--- config.mk ---
export PLATFORM = sky130hd
export DESIGN_NAME = md_stall_ctrl
export DESIGN_NICKNAME = d
export VERILOG_FILES = /design/src/rtl/hazard_pkg.sv /design/src/rtl/md_decode.sv /design/src/rtl/md_stall_ctrl.sv
export SDC_FILE = /design/constraint.sdc
export NUM_CORES = 1
export LEC_CHECK = 0
export CORE_MARGIN = 1
export CORE_UTILIZATION = 20
export DETAILED_ROUTE_END_ITERATION = 10
export PLACE_DENSITY = 0.81
export SYNTH_ARGS = -nofsm -noshare
export SYNTH_HDL_FRONTEND = slang
export SYNTH_SLANG_ARGS = --single-unit
--- constraint.sdc ---
create_clock -name clk -period 2.5 [get_ports clk]
set_clock_uncertainty 0.1 [all_clocks]
set_input_delay 0.375 -clock clk [delete_from_list [all_inputs] [get_ports clk]]
set_output_delay 0.375 -clock clk [all_outputs]
set_load 0.03 [all_outputs]
--- src/rtl/hazard_pkg.sv ---
// Shared definitions for the MDU hazard/sequencing logic.
//   - funct codes of the eight HI/LO-class R-type instructions
//   - md_op encodings presented to the MDU
//   - sequencer state enum
//   - default MDU latencies and counter width
package hazard_pkg;

   localparam logic [5:0] OPC_SPECIAL = 6'h00;

   localparam logic [5:0] FN_MFHI  = 6'h10;
   localparam logic [5:0] FN_MTHI  = 6'h11;
   localparam logic [5:0] FN_MFLO  = 6'h12;
   localparam logic [5:0] FN_MTLO  = 6'h13;
   localparam logic [5:0] FN_MULT  = 6'h18;
   localparam logic [5:0] FN_MULTU = 6'h19;
   localparam logic [5:0] FN_DIV   = 6'h1A;
   localparam logic [5:0] FN_DIVU  = 6'h1B;

   typedef enum logic [1:0] {
      MD_MULT  = 2'd0,
      MD_MULTU = 2'd1,
      MD_DIV   = 2'd2,
      MD_DIVU  = 2'd3
   } md_op_e;

   typedef enum logic {
      ST_IDLE = 1'b0,
      ST_BUSY = 1'b1
   } md_state_e;

   localparam int DEF_MULT_LAT = 5;
   localparam int DEF_DIV_LAT  = 10;
   localparam int DEF_CNT_W    = 4;

   // div/divu are distinguished from mult/multu by op bit 1
   function automatic logic op_is_div(input logic [1:0] op);
      return op[1];
   endfunction

endpackage

--- src/rtl/md_decode.sv ---
// Combinational classifier for one pipeline-stage instruction.
// Ports:
//   instr     in  32  instruction word
//   is_start  out 1   mult/multu/div/divu (starts the MDU)
//   is_hilo   out 1   any instruction touching HI/LO (start-class + mf/mt hi/lo)
//   op        out 2   funct[1:0], the md_op encoding for start-class codes
module md_decode
   import hazard_pkg::*;
(
   input  logic [31:0] instr,
   output logic        is_start,
   output logic        is_hilo,
   output logic [1:0]  op
);

   logic [5:0] opcode;
   logic [5:0] funct;
   logic       special;
   logic       unused_fields;

   assign opcode        = instr[31:26];
   assign funct         = instr[5:0];
   assign special       = (opcode == OPC_SPECIAL);
   assign unused_fields = ^instr[25:6];

   always_comb begin
      is_start = special && (funct inside {FN_MULT, FN_MULTU, FN_DIV, FN_DIVU});
      is_hilo  = special && (funct inside {FN_MULT, FN_MULTU, FN_DIV, FN_DIVU,
                                           FN_MFHI, FN_MTHI, FN_MFLO, FN_MTLO});
      op       = funct[1:0];
   end

endmodule

--- src/rtl/md_stall_ctrl.sv ---
// MDU sequencer and HI/LO hazard controller.
// Watches D and E; fires a start pulse when mult/div reaches E, counts the
// MDU busy period, and stalls D while a HI/LO-class instruction would
// collide with an in-flight operation.
//
// state   | meaning
// --------+--------------------------------------------------------------
// ST_IDLE | MDU free; a valid start-class instruction in E starts it
// ST_BUSY | MDU running; busy_cnt = remaining busy cycles (1 = last)
//
// Ports:
//   clk       in  1      rising-edge clock
//   rst_n     in  1      asynchronous active-low reset
//   instrD    in  32     instruction in decode
//   instrE    in  32     instruction in execute
//   e_valid   in  1      E holds a real instruction
//   md_start  out 1      one-cycle MDU start pulse
//   md_op     out 2      operation, valid with md_start, else 0
//   md_busy   out 1      MDU occupied this cycle (LAT cycles per op)
//   md_done   out 1      last busy cycle; HI/LO written at the next edge
//   stall_md  out 1      freeze PC and IF/ID, bubble into ID/EX
//   busy_cnt  out CNT_W  remaining BUSY cycles
//
// MULT_LAT and DIV_LAT must be >= 2, and 2**CNT_W > max(MULT_LAT, DIV_LAT).
module md_stall_ctrl
   import hazard_pkg::*;
#(
   parameter int MULT_LAT = DEF_MULT_LAT,
   parameter int DIV_LAT  = DEF_DIV_LAT,
   parameter int CNT_W    = DEF_CNT_W
)(
   input  logic             clk,
   input  logic             rst_n,
   input  logic [31:0]      instrD,
   input  logic [31:0]      instrE,
   input  logic             e_valid,
   output logic             md_start,
   output logic [1:0]       md_op,
   output logic             md_busy,
   output logic             md_done,
   output logic             stall_md,
   output logic [CNT_W-1:0] busy_cnt
);

   // The start cycle itself is one of the LAT cycles, so BUSY lasts LAT-1.
   localparam logic [CNT_W-1:0] MULT_LOAD = CNT_W'(MULT_LAT - 1);
   localparam logic [CNT_W-1:0] DIV_LOAD  = CNT_W'(DIV_LAT - 1);
   localparam logic [CNT_W-1:0] CNT_ONE   = CNT_W'(1);
   localparam logic [CNT_W-1:0] CNT_ZERO  = '0;

   md_state_e        st;
   md_state_e        st_nxt;
   logic [CNT_W-1:0] cnt_nxt;

   logic       start_e;
   logic       hilo_e_unused;
   logic [1:0] op_e;
   logic       start_d_unused;
   logic       hilo_d;
   logic [1:0] op_d_unused;

   md_decode u_dec_e (
      .instr    (instrE),
      .is_start (start_e),
      .is_hilo  (hilo_e_unused),
      .op       (op_e)
   );

   md_decode u_dec_d (
      .instr    (instrD),
      .is_start (start_d_unused),
      .is_hilo  (hilo_d),
      .op       (op_d_unused)
   );

   // rst_n gates md_start directly so the combinational outputs are quiet
   // during reset even while E presents a valid mult/div.
   always_comb begin
      md_start = rst_n & e_valid & start_e & (st == ST_IDLE);
      md_op    = md_start ? op_e : 2'b00;
      md_busy  = md_start | (st == ST_BUSY);
      md_done  = (st == ST_BUSY) && (busy_cnt == CNT_ONE);
      // md_busy includes md_start so a mult/div in D is held back in the
      // very cycle its predecessor starts.
      stall_md = hilo_d & md_busy;
   end

   always_comb begin
      st_nxt  = st;
      cnt_nxt = busy_cnt;
      case (st)
         ST_IDLE: begin
            if (md_start) begin
               st_nxt  = ST_BUSY;
               cnt_nxt = op_is_div(op_e) ? DIV_LOAD : MULT_LOAD;
            end
         end
         ST_BUSY: begin
            // A start-class instruction in E here is ignored; the
            // countdown proceeds untouched.
            if (busy_cnt > CNT_ONE) begin
               cnt_nxt = busy_cnt - CNT_ONE;
            end else begin
               st_nxt  = ST_IDLE;
               cnt_nxt = CNT_ZERO;
            end
         end
         default: begin
            st_nxt  = ST_IDLE;
            cnt_nxt = CNT_ZERO;
         end
      endcase
   end

   always_ff @(posedge clk or negedge rst_n) begin
      if (!rst_n) begin
         st       <= ST_IDLE;
         busy_cnt <= CNT_ZERO;
      end else begin
         st       <= st_nxt;
         busy_cnt <= cnt_nxt;
      end
   end

endmodule

==> summary by stage, run 1 <==
Flow run
The number of max-capacitance violations reported is 0.

Logic synthesis
The fraction of post-synthesis cell area in the top cell type by area is roughly a third. The sequential fraction of the synthesis area is between 30% and 40%. In the synthesized netlist the dominant register cell turns out to be dfrtp_1. The count of flip-flops with a built-in enable after synthesis is 0. For this run, the number of Yosys warnings is 0. The post-synthesis cell area is ~390 um^2.

After synthesis, the share of flip-flops with an asynchronous set or reset is between 90% and 100%. A synthesized cell averages roughly 9.3 um^2. Synthesis instantiated 23 different standard cells from the library.

Ranked by instance count, the synthesized netlist is headed by dfrtp_1, inv_1, nand2_1. The post-synthesis sequential element count is 5. The cell accounting for the most synthesized area is dfrtp_1. Synthesis produced a netlist whose cell count is 42. Sorting the synthesized cells by area gives the leading types as dfrtp_1, and4bb_1, ha_1. The number of nets in the synthesized netlist is between 100 and 150.

CTS
The worst-skew pair later-pin latency is roughly 0.25 ns. The TritonCTS clock tree is built. In this run, post-CTS hold repair placed 0 buffers. The number of buffers on the longest clock path is 2. After clock tree synthesis, the clock-pin slew on the worst setup and hold paths is 0.04 ns.

The count of instances resized after the clock tree is built is 0. The setup fix buffers added after clock tree synthesis is 0. CTS placed an instance of clkbuf_4 at the clock tree root. The clock drives 5 sinks. CTS built an H-tree with a depth of 1. The total CTS buffers is 3.

Setup path
The worst setup path is launched from a register. The setup check on the worst reg-to-reg path leaves a slack of approximately 0.97 ns. Together, buffers and inverters on the worst path number 2.

The critical path's slowest cell is clkdlybuf4s50_1. The worst setup path category is reg2out. The cell family contributing the most delay on the critical path is buffers and inverters.

For this run, the slowest stage of the critical path takes 0.69 ns. The kind of end point of the critical path is an output port. In this run the worst path has a maximum fanout of 5. Data arrives at the worst endpoint at between 1.5 and 2 ns.

The critical path goes through inv_1 > ha_1 > nand2_1 > nor3_1 > clkdlybuf4s50_1. The required time of the critical path is 2.03 ns.

Floorplan
The die is about 46 um wide. The initialized floorplan defines 15 standard-cell rows. The initial utilization of the core area, before any placement, comes to a little over a fifth. The floorplan step defined a die boundary enclosing 2140 um^2. From bottom edge to top edge, the die measures between 40 and 50 um.

The total area inside the core boundary comes to between 1500 and 2000 um^2. The I/O pin count is between 70 and 80.

Finish
The non-filler instance count after layout is ~100. From synthesis to final layout, the design area changed by 96.8%. The final-stage net count is ~150. Summing all flip-flop and latch instances after layout gives between 100 and 150 um^2.

Fill cells in the final layout number between 150 and 200. Summing all multi-input logic gate instances after layout gives approximately 240 um^2. The fraction of final layout cells with drive strength greater than 1 is about 14%. 0 antenna diodes ended up in the layout.

Drt
The iteration-0 DRC count of the detailed router is 19. The first detailed-routing pass ran for 4 iterations. Detailed routing placed a total of 538 um of wire on met2. In the final routing, the length of wire on met1 measures about 460 um. The number of design rule violations left after detail routing is 0. The count of vias placed by the detailed router is approximately 510. The via density per instance is between 4 and 5. The highest routing layer actually used is met4. The remaining number of nets flagged by the antenna check after routing is 0. The final wirelength is roughly 1.2 mm. Dividing the detail-routed wire length by the instance count gives between 10 and 15 um. The wire length on met3 is between 100 and 150 um.

GRT
The first-pass GRT wire length is approximately 1.9 mm. Global routing consumed, over all layers together, between 10% and 20% of the routing resources. The number of global-route vias before repair was between 400 and 500. The overall overflow remaining after global route is 0. The maximum number of pins on one net before global-route repair is 10.

The number of antenna violations at the first check in global routing is 0.

Placement
The half-perimeter wire length after detailed placement is roughly 940 um. The routability congestion estimate from global placement is around 0.86. The number of placed instances, taps included, is 100.

In this run the tool buffered the top-level ports with 33 buffer cells.

STA
The worst slew margin relative to its limit is between 70% and 80%. For the final routed database, the setup TNS stands at 0 ns. For the pin with the worst max-slew slack, the measured transition is about 0.41 ns. Timing would allow up to roughly 0.43 GHz. Of the available clock period, the critical path in the final layout requires about 90%. The shortest period the worst path allows is approximately 2.3 ns. The final number of hold-violating endpoints is 0. The worst hold slack across all endpoints is 0.308 ns. The max-slew violation count came to 0. Setup violations remaining at the end of the flow were counted as 0.

Setup repair after global routing left no endpoint under its margin.

Pwr
The power density relative to cell area is ~290 nW/um^2. The post-layout total power is approximately 230 uW. For this design the static power due to leakage is roughly 0.00032 uW.

The peak supply drop is 0.130 mV.

Run status
The flow ran to the end, and the final reports show no timing, DRC or antenna violations.

Hold path
The class of the tightest hold or removal check is in2async.
area by class of cell:
| class | instances | share of cell area [%] |
|---|---|---|
| Clock buffer | 4 | 3.41 |
| Inverter | 5 | 2.44 |
| Multi-Input combinational cell | 31 | 31.7 |
| Sequential cell | 5 | 16.2 |
| Tap cell | 25 | 4.06 |
| Timing Repair Buffer | 34 | 42.2 |
metal layers:
metal  vias to the layer above  global-route usage [%]
li1                        243                       -
met1                       224                    15.1
met2                        36                    20.0
met3                         4                    3.53
met4                         0                    12.9
met5                         -                       0
power breakdown:
| group | total, uW | internal (uW) | leakage [uW] | switching (uW) |
|---|---|---|---|---|
| sequential | 82.0 | 81.5 | 0.0000698 | 0.520 |
| clock | 98.1 | 60.6 | 0.0000150 | 37.4 |
| combinational | 47.3 | 36.2 | 0.000239 | 11.1 |
path summary, 6_finish.rpt:
path / from / endpoint / cells after the start
worst max-delay path: busy_cnt[1] / md_done / 5
worst min-delay path: rst_n / busy_cnt[3] / 2
worst max register to register: busy_cnt[0] / busy_cnt[1] / 5
worst min register to register: busy_cnt[0] / busy_cnt[0] / 1
max in group asynchronous: rst_n / busy_cnt[0] / 2
min in group clk: busy_cnt[0] / busy_cnt[0] / 1
sequential cells by signal, indices dropped and copies added (netlist names):
register,flops
st,1
busy_cnt,4
kinds of logic (layout without fill, tap and decap cells):
kind of cell	Yosys count	in the layout	share of synthesized area [%]
and+or+nand+nor	20	20	37.1
AOI/OAI and AO/OA	9	9	18.9
buffers and inverters	6	43	5.75
DFF	5	5	31.9
adders and majority gates	2	2	6.39
through the flow:
| stage | instance area (um^2) | utilization [%] | setup WS, ns |
|---|---|---|---|
| finish | 771 | 43.2 | 0.191 |
| detailed placement | 744 | 41.8 | 0.221 |
| floorplan | 392 | - | 0.539 |
| global route | 771 | 43.2 | 0.0773 |
| global placement | 744 | 41.8 | 0.264 |
| CTS | 771 | 43.2 | 0.185 |
layout by cell type, fill, tap and decap left out, drive strengths merged:
cell           count
nand2              4
nor2               2
o31ai              1
and2               1
o2bb2ai            1
a311o              1
o211ai             2
clkbuf             4
nor4               3
nor2b              1
buf                6
o221ai             1
clkdlybuf4s50     28
nand4              2
nand4b             2
dfrtp              5
inv                5
o41ai              1
ha                 2
o311ai             1
and4               1
a31oi              1
nor3               2
and4bb             2
(Power assumes the default switching activity.)
==> run 2, diff against run 1 <==
clock period = 2.7 ns   (was 2.5 ns; I/O delays follow)
==> results of run 2 <==
The final DEF is identical to that of run 1. Status: finished, final reports clean.
Main changes from that run: setup slack after placement 0.221 ns -> 0.361 ns; setup slack after layout 0.191 ns -> 0.361 ns; hold slack 0.308 ns -> 0.338 ns; register-to-register setup slack 0.97 ns -> 1.17 ns; total power 227 uW -> 210 uW; worst IR drop on VDD 0.130 mV -> 0.120 mV
==> run 3, diff against run 2 <==
SLEW_MARGIN = 20   (was not set)
==> results of run 3 <==
The final DEF is identical to that of run 1. Status: finished, final reports clean.
Main changes from that run: setup slack after placement 0.221 ns -> 0.361 ns; setup slack after layout 0.191 ns -> 0.361 ns; hold slack 0.308 ns -> 0.338 ns; register-to-register setup slack 0.97 ns -> 1.17 ns; total power 227 uW -> 210 uW; worst IR drop on VDD 0.130 mV -> 0.120 mV
